$ cat src/rtl/fifo_access_ctrl.sv
// Write-port arbiter, burst-drain sequencer and enable gating for the tag FIFO.
// Define FIFO_ARB_FIXED_PRIO_EN for fixed p0 priority instead of round-robin.
module fifo_access_ctrl #(
  parameter int unsigned DATA_W    = 8,
  parameter int unsigned LEN_W     = 5,
  parameter int unsigned IDLE_HOLD = 4
) (
  input  logic              clk,
  input  logic              reset_n,
  input  logic              p0_valid,
  input  logic [DATA_W-1:0] p0_data,
  output logic              p0_ready,
  input  logic              p1_valid,
  input  logic [DATA_W-1:0] p1_data,
  output logic              p1_ready,
  input  logic              rd_req,
  input  logic [LEN_W-1:0]  rd_len,
  output logic              rd_valid,
  output logic [DATA_W-1:0] rd_data,
  output logic              rd_busy,
  output logic              rd_done,
  output logic [LEN_W-1:0]  rd_count,
  output logic              fifo_en,
  output logic              fifo_write,
  output logic [DATA_W-1:0] fifo_data_in,
  output logic              fifo_read,
  input  logic [DATA_W-1:0] fifo_data_out,
  input  logic              fifo_empty,
  input  logic              fifo_full
);

  typedef enum logic [1:0] {S_IDLE, S_DRAIN, S_LAST, S_DONE} state_t;

  state_t             state_q, state_d;
  logic               en_q, en_d;
  logic [3:0]         idle_q, idle_d;
  logic               pend_q, pend_d;
  logic [LEN_W-1:0]   len_q, len_d;
  logic [LEN_W-1:0]   iss_q, iss_d;
  logic [LEN_W-1:0]   cnt_q, cnt_d;
  logic               rdv_q;

  logic               busy, en_req, wr, rd, win1;

  // Arbitration: win1 selects producer 1 as the winner this cycle.
`ifdef FIFO_ARB_FIXED_PRIO_EN
  assign win1 = !p0_valid;
`else
  logic prio_q, prio_d;

  assign win1   = (p0_valid & p1_valid) ? prio_q : !p0_valid;
  assign prio_d = wr ? !win1 : prio_q;

  always_ff @(posedge clk or negedge reset_n) begin
    if (!reset_n) prio_q <= 1'b0;
    else          prio_q <= prio_d;
  end
`endif

  assign wr           = en_q & !fifo_full & (p0_valid | p1_valid);
  assign fifo_write   = wr;
  assign fifo_data_in = wr ? (win1 ? p1_data : p0_data) : '0;
  assign p0_ready     = wr & !win1;
  assign p1_ready     = wr & win1;

  assign busy   = (state_q == S_DRAIN) || (state_q == S_LAST);
  assign en_req = p0_valid | p1_valid | rd_req | busy;
  assign rd     = (state_q == S_DRAIN) & en_q & !fifo_empty &
                  ((len_q == '0) | (iss_q < len_q));

  always_comb begin
    en_d   = en_q;
    idle_d = '0;
    if (en_req) begin
      en_d = 1'b1;
    end else if (en_q) begin
      if (idle_q == 4'(IDLE_HOLD - 1)) en_d = 1'b0;
      else                             idle_d = idle_q + 4'd1;
    end
  end

  always_comb begin
    state_d = state_q;
    pend_d  = pend_q;
    len_d   = len_q;
    iss_d   = iss_q;
    cnt_d   = cnt_q;
    if (rdv_q && cnt_q != '1) cnt_d = cnt_q + LEN_W'(1);
    unique case (state_q)
      S_IDLE: begin
        // A request seen while the FIFO is gated off is parked until fifo_en rises.
        if (rd_req) begin
          len_d = rd_len;
          cnt_d = '0;
          if (en_q) begin
            state_d = S_DRAIN;
            pend_d  = 1'b0;
            iss_d   = '0;
          end else begin
            pend_d  = 1'b1;
          end
        end else if (pend_q && en_q) begin
          state_d = S_DRAIN;
          pend_d  = 1'b0;
          iss_d   = '0;
        end
      end
      S_DRAIN: begin
        if (rd) begin
          if (iss_q != '1) iss_d = iss_q + LEN_W'(1);
          if (len_q != '0 && (iss_q + LEN_W'(1)) == len_q) state_d = S_LAST;
        end else if (fifo_empty) begin
          state_d = S_LAST;
        end
      end
      S_LAST:  state_d = S_DONE;
      S_DONE:  state_d = S_IDLE;
      default: state_d = S_IDLE;
    endcase
  end

  always_ff @(posedge clk or negedge reset_n) begin
    if (!reset_n) begin
      state_q <= S_IDLE;
      en_q    <= 1'b0;
      idle_q  <= '0;
      pend_q  <= 1'b0;
      len_q   <= '0;
      iss_q   <= '0;
      cnt_q   <= '0;
      rdv_q   <= 1'b0;
    end else begin
      state_q <= state_d;
      en_q    <= en_d;
      idle_q  <= idle_d;
      pend_q  <= pend_d;
      len_q   <= len_d;
      iss_q   <= iss_d;
      cnt_q   <= cnt_d;
      rdv_q   <= rd;
    end
  end

  // The FIFO's read port is registered, so its output is the word in the cycle after fifo_read.
  assign rd_valid  = rdv_q;
  assign rd_data   = rdv_q ? fifo_data_out : '0;
  assign rd_busy   = busy;
  assign rd_done   = (state_q == S_DONE);
  assign rd_count  = cnt_q;
  assign fifo_en   = en_q;
  assign fifo_read = rd;

endmodule

$ cat config.mk
export PLATFORM = sky130hd
export DESIGN_NAME = fifo_access_ctrl
export DESIGN_NICKNAME = d
export VERILOG_FILES = /design/src/rtl/fifo_access_ctrl.sv
export SDC_FILE = /design/constraint.sdc
export NUM_CORES = 1
export LEC_CHECK = 0
export BUFFER_PORTS_ARGS = -buffer_cell sky130_fd_sc_hd__clkbuf_2
export CAP_MARGIN = 20
export CORE_MARGIN = 2
export CORE_UTILIZATION = 52
export DETAILED_ROUTE_END_ITERATION = 10
export GPL_TIMING_DRIVEN = 1
export PLACE_DENSITY = 0.9
export SLEW_MARGIN = 20
export SYNTH_ARGS = -nofsm -noshare
export SYNTH_HDL_FRONTEND = slang
export SYNTH_SLANG_ARGS = --single-unit
$ cat constraint.sdc
create_clock -name clk -period 5.3 [get_ports clk]
set_clock_uncertainty 0.2 [all_clocks]
set_input_delay 1.06 -clock clk [delete_from_list [all_inputs] [get_ports clk]]
set_output_delay 1.06 -clock clk [all_outputs]
set_load 0.1 [all_outputs]
==> flow_summary.json, run 1 <==
{
  "globalRouteOverflowTotal": 0,
  "wl_met2_mm": 1.748,
  "ios": 65,
  "final_layout_size_suffix_gt1_share_pct": 33.76,
  "root_buffer": "clkbuf_4",
  "portBuffers": 64,
  "clock_path_buffers": 2,
  "post_cts_buffers": 0,
  "peakVddDrop_mv": 0.3190,
  "synth_compound_area_share_pct": 15.37,
  "synth_edf_count": 0,
  "ys_seq_area_share_pct": 38.43,
  "yosys.area_share.adder_pct": 10.76,
  "setup_viol": 0,
  "rr_worst_depth": 8,
  "timing.rr.end": "iss_q[3]",
  "drc": 0,
  "grt.total_usage_pct": 19.22,
  "synth_top_family_by_area": "simple AND/OR/NAND/NOR gates",
  "dr_wl_met3_um": 115,
  "gp_congestion": 0.9615,
  "syn_avg_cell_area_um2": 9.409,
  "muxShareOfSynthArea_pct": 3.228,
  "start_kind": "flop",
  "finalWirelength_mm": 3.373,
  "synth_top_cell_by_area": "dfrtp_1",
  "path_buf_inv": 2,
  "ctsResizeCount": 0,
  "syn_inst": 173,
  "worst_ep_required_time_ns": 4.04,
  "clkTransAtPathRegs_ns": 0.12,
  "clk_latency_ns": 0.31,
  "grt_max_degree": 26,
  "antenna_found_initial": 0,
  "tightest_slew_ns": 0.7666,
  "cp_cell_sequence": "inv_1, ha_1, and2b_2, and2_0, and2_2, clkbuf_2",
  "slew_viol_final": 0,
  "yosys_most_used_dff": "dfrtp_1",
  "synth_area_leaders": "dfrtp_1, ha_1, a22o_1",
  "die_h_um": 59.95,
  "timing.final.crit_share_pct": 70.27,
  "cpPeakStageDelay_ns": 0.46,
  "dp_hpwl_mm": 2.734,
  "min_period_ns": 3.724,
  "netlist_area_um2": 1628,
  "num_antenna_cells": 0,
  "cp.arrival_ns": 2.46,
  "firstDrtPassIters": 4,
  "grt_pass1_wl_mm": 5.175,
  "ys_types": 40,
  "synthTopCellsByCount": "dfrtp_1, nand2_1, ha_1, nor2_1, and2_1",
  "cts_sinks": 25,
  "viasPerCell": 5.390,
  "wl_met1_mm": 1.454,
  "ys_async_sr_fraction_pct": 100.0,
  "fin_nets": 285,
  "synth_xor_area_share_pct": 5.380,
  "die_w_um": 59.95,
  "hold_path_class": "reg2reg",
  "start_util_pct": 54.21,
  "tns_ns": 0,
  "syn_nets": 223,
  "hp-start": "idle_q[0]",
  "endpoint_kind": "output pin",
  "nFillCells": 254,
  "cp_max_fo": 10,
  "post-synth-top-area-fraction_pct": 38.43,
  "fin_util_pct": 66.08,
  "area_growth_pct": 21.91,
  "maxSlewHeadroom_pct": 48.58,
  "holdPathStages": 1,
  "rr_startpoint": "iss_q[1]",
  "rsz0062_at_grt": "no",
  "synthSimpleGateAreaFrac_pct": 22.83,
  "grt_pass1_vias": 1255,
  "cts_buffers": 3,
  "hold_path_end": "idle_q[0]",
  "routedWlPerCell_um": 12.63,
  "max_clock_freq_mhz": 268.5,
  "core.rowCount": 20,
  "coreArea_um2": 3003,
  "status": "finished clean",
  "path_delay_family": "simple AND/OR/NAND/NOR gates",
  "ys.warnings.count": 0,
  "cp_slowest_cell": "clkbuf_2",
  "ctsHoldBuffers": 0,
  "crit_type": "reg2out",
  "ys_seq_elements": 25,
  "cts_tree": "yes",
  "cap_violations": 0,
  "vias": 1439,
  "drtIter0Drc": 34,
  "dr.max_layer_used": "met4",
  "power.leakage_nw": 1.078,
  "r2r_slack_ns": 2.61,
  "h-tree-depth": 1,
  "hold_violations": 0,
  "post-synth-top-count-cell": "dfrtp_1",
  "dieArea_um2": 3594,
  "antenna_left": 0,
  "powerDensity_nw_per_um2": 568.7
}
[report_power, final]
group          internal (mW)  total [mW]  switching (mW)
Sequential             0.247       0.312          0.0650
Clock                 0.0294      0.0819          0.0525
Combinational          0.186       0.735           0.549
Total                  0.462        1.13           0.666
[kinds of logic (layout without fill, tap and decap cells)]
logic type | after synthesis | in the layout
multiplexers | 5 | 5
AO/OA/AOI/OAI | 33 | 33
XOR/XNOR | 10 | 10
buffers and inverters | 15 | 76
AND/OR/NAND/NOR | 71 | 71
flip-flops | 25 | 25
adder cells (fa/ha/maj) | 14 | 14
[placed cells by master (no fill, tap or decap), drive strengths merged]
cell type / count
a32o: 1
a31o: 2
or4: 1
dfrtp: 25
a22o: 8
and2b: 1
a211o: 1
a21o: 3
o22ai: 1
nand4: 4
o211ai: 2
xor2: 6
mux2: 2
nand3b: 1
nand2: 18
o21ai: 6
mux2i: 3
and2: 12
nor4: 3
a211oi: 1
nand2b: 2
nor2: 14
and3: 6
inv: 8
nand3: 5
nor2b: 3
clkbuf: 68
xnor2: 4
a21oi: 6
or3b: 1
ha: 14
o221ai: 1
a31oi: 1
[metal layers]
metal / GRT usage [%] / up-vias
met5: 0 / -
met4: 6.667 / 0
met3: 1.299 / 7
met2: 34.32 / 36
met1: 24.41 / 667
li1: - / 729
[flip-flops by register name, summed over array words and instances (netlist names)]
signal / count
prio_q: 1
rd_valid: 1
rd_count: 5
len_q: 5
iss_q: 5
fifo_en: 1
state_q: 2
pend_q: 1
idle_q: 4
[through the flow]
stage	hold WS, ns	cells	cell area [um2]	setup slack (ns)	total power [mW]
after floorplan	0.2316	173	1632	0.7350	0.9299
after global placement	0.2559	263	1958	1.665	1.030
after detailed placement	0.2652	263	1958	1.624	1.050
after CTS	0.2824	267	1984	1.575	1.132
after global routing	0.3142	267	1984	1.385	1.199
final	0.2813	267	1984	1.576	1.128
[worst reg2reg max path, stage by stage (launching register included)]
cell and delay [ns]:
dfrtp_1 0.46, ha_1 0.26, and3_1 0.20, ha_1 0.16
and2_1 0.16, a211oi_1 0.61, and3_2 0.31, a32o_1 0.18
a31o_1 0.09
[worst max path at each step]
stage,from,end,depth (start not counted)
2_1_floorplan,fifo_en,fifo_data_in[0],4
3_3_place_gp,fifo_full,fifo_data_in[7],6
3_5_place_dp,fifo_empty,fifo_read,5
4_1_cts,state_q[1],fifo_read,6
5_1_grt,state_q[1],fifo_read,6
6_report,state_q[1],fifo_read,6
[cell type report]
| cell class | count | area [um2] | area share, % |
|---|---|---|---|
| multi-input cells | 133 | 940.9 | 47.41 |
| flip-flops and latches | 25 | 625.6 | 31.53 |
| repair buffers | 64 | 320.3 | 16.14 |
| well taps | 33 | 41.29 | 2.081 |
| inverters | 8 | 30.03 | 1.513 |
| clock buffers | 4 | 26.28 | 1.324 |
Note: power is estimated with default switching activity, not from simulation.
==> inputs of run 2 (changes only) <==
--- a/config.mk
+++ b/config.mk
@@ -5,13 +5,14 @@
 export SDC_FILE = /design/constraint.sdc
 export NUM_CORES = 1
 export LEC_CHECK = 0
+export ABC_AREA = 1
 export BUFFER_PORTS_ARGS = -buffer_cell sky130_fd_sc_hd__clkbuf_2
 export CAP_MARGIN = 20
 export CORE_MARGIN = 2
-export CORE_UTILIZATION = 52
+export CORE_UTILIZATION = 43
 export DETAILED_ROUTE_END_ITERATION = 10
 export GPL_TIMING_DRIVEN = 1
-export PLACE_DENSITY = 0.9
+export PLACE_DENSITY = 0.8
 export SLEW_MARGIN = 20
 export SYNTH_ARGS = -nofsm -noshare
 export SYNTH_HDL_FRONTEND = slang
==> constraint.sdc (replaced) <==
create_clock -name clk -period 3 [get_ports clk]
set_clock_uncertainty 0.2 [all_clocks]
set_input_delay 0.6 -clock clk [delete_from_list [all_inputs] [get_ports clk]]
set_output_delay 0.6 -clock clk [all_outputs]
set_load 0.1 [all_outputs]
==> run 2 against run 1 <==
Sequential power up 67%; area after synthesis down 0.77%; first-iteration DRC count up 56%; sequential share of layout area down 3.6 points; global-route usage down 1.2 points; hold slack worse by 0.17 ns; clock-buffer cell count down 1; wire length up 5.5%; highest routed layer unchanged.
==> flow_summary.json, run 2 <==
{
  "grt_pass1_vias": 1552,
  "synth_top_cell_by_area": "dfrtp_1",
  "peakVddDrop_mv": 0.5428,
  "tightest_slew_ns": 0.6067,
  "final_layout_size_suffix_gt1_share_pct": 29.89,
  "syn_avg_cell_area_um2": 7.513,
  "cts_tree": "yes",
  "cp.arrival_ns": 2.04,
  "status": "finished clean",
  "fin_util_pct": 62.02,
  "power.leakage_nw": 1.277,
  "powerDensity_nw_per_um2": 886.0,
  "final_cells": 329,
  "antenna_left": 0,
  "rsz0062_at_grt": "no",
  "drtIter0Drc": 53,
  "ys_seq_area_share_pct": 38.73,
  "firstDrtPassIters": 4,
  "setup_viol": 0,
  "vias": 1585,
  "endpoint_kind": "output pin",
  "setup_slack_ns": 0.1641,
  "ctsHoldBuffers": 0,
  "post_cts_buffers": 0,
  "mostFrequentLayoutCells": "nand2_1, clkbuf_2, inv_1",
  "post-synth-top-count-cell": "nand2_1",
  "gp_congestion": 0.9167,
  "ys_async_sr_fraction_pct": 100.0,
  "wl_met1_mm": 1.526,
  "portBuffers": 64,
  "cp_max_fo": 3,
  "cap_violations": 0,
  "core.rowCount": 22,
  "die_w_um": 65.29,
  "die_h_um": 65.29,
  "dp_hpwl_mm": 2.998,
  "preCtsSetupSlack_ns": 0.4083,
  "clock_path_buffers": 2,
  "routedWlPerCell_um": 10.81,
  "ctsResizeCount": 0,
  "ios": 65,
  "tns_ns": 0,
  "finalWirelength_mm": 3.557,
  "num_antenna_cells": 0,
  "grt_pass1_wl_mm": 6.134,
  "synthTopCellsByCount": "nand2_1, inv_1, dfrtp_1, nor2_1, o21ai_0",
  "ys.warnings.count": 0,
  "coreArea_um2": 3633,
  "place_inst": 325,
  "root_buffer": "clkbuf_8",
  "worst_ep_required_time_ns": 2.20,
  "dieArea_um2": 4263,
  "cts_sinks": 25,
  "finalInstanceArea_um2": 2253,
  "netlist_area_um2": 1615,
  "fin_nets": 332,
  "ys_types": 23,
  "syn_nets": 265,
  "clkTransAtPathRegs_ns": 0.09,
  "hold_violations": 0,
  "viasPerCell": 4.818,
  "antenna_found_initial": 0,
  "area_growth_pct": 39.50,
  "grt_max_degree": 26,
  "max_clock_freq_mhz": 352.6,
  "crit_type": "reg2out",
  "clk_latency_ns": 0.28,
  "post-synth-top-area-fraction_pct": 38.73,
  "start_util_pct": 44.46,
  "globalRouteOverflowTotal": 0,
  "h-tree-depth": 1,
  "finalPower_mw": 1.997,
  "hold_path_class": "in2async",
  "synth_area_leaders": "dfrtp_1, nand2_1, ha_1",
  "synth_edf_count": 0,
  "start_kind": "flop",
  "ys_seq_elements": 25,
  "min_period_ns": 2.836,
  "final_common_cell": "nand2_1",
  "cts_buffers": 3,
  "drc": 0,
  "syn_inst": 215,
  "holdWs_ns": 0.1152,
  "timing.final.crit_share_pct": 94.53,
  "wl_met2_mm": 1.746,
  "dpl_cell_area_um2": 2203,
  "grt.total_usage_pct": 17.97,
  "maxSlewHeadroom_pct": 59.55,
  "dr.max_layer_used": "met4",
  "yosys_most_used_dff": "dfrtp_1",
  "dr_wl_met3_um": 255,
  "slew_viol_final": 0
}
[run 2: cell types whose count changed in the layout (fill, tap and decap cells not counted), sizes merged, moves of 5 or more]
cell    previous run  this run
clkbuf            68        57
inv                8        37
nor3               0         5
xor2               6         1
and3               6         0
nand2             18        59
o21ai              6        16
nand3              5        11
buf                0        11
and2              12         0
nor2              14        24
[run 2: power breakdown]
group	leakage (nW)	internal, mW	switching, mW
Clock	0.0261	0.0975	0.117
Sequential	0.323	0.430	0.0900
Combinational	0.927	0.309	0.953
[run 2: cell families after synthesis]
kind of cell,share of synthesized area [%]
and+or+nand+nor,27.50
buffers and inverters,9.217
DFF,38.73
AOI/OAI and AO/OA,12.08
xor gates and xnor gates,1.627
adders and majority gates,10.84
[run 2: worst paths after layout]
kind / endpoint / startpoint / slack, ns / cells past startpoint
setup / recovery: fifo_read / len_q[2] / 0.16 / 10
setup reg to reg: state_q[1] / iss_q[0] / 0.85 / 13
max in group asynchronous: fifo_en / reset_n / 2.04 / 1
min in group clk: idle_q[0] / idle_q[0] / 0.27 / 1
hold / removal: iss_q[4] / reset_n / 0.12 / 1
hold reg to reg: idle_q[0] / idle_q[0] / 0.27 / 1
[run 2: routing by layer]
layer	up-vias	GRT usage (%)
li1	818	-
met1	711	19.04
met2	54	34.95
met3	2	4.966
met4	0	3.906
met5	-	0
[run 2: layout make-up]
| type | count | area, um2 |
|---|---|---|
| clock inverters | 1 | 8.758 |
| inverters | 36 | 137.6 |
| multi-input cells | 151 | 910.9 |
| repair buffers | 65 | 465.4 |
| well taps | 48 | 60.06 |
| clock buffers | 3 | 41.29 |
| flip-flops and latches | 25 | 629.4 |
| fillers | 316 | 1380 |
[run 2: critical path: stages (launching register included)]
cell      delay, ns
dfrtp_1        0.40
inv_1          0.10
ha_1           0.30
nor2_1         0.10
nor2_1         0.05
nand2_1        0.05
nand2_1        0.04
nand2_1        0.07
nand2_1        0.08
inv_1          0.11
clkbuf_2       0.47
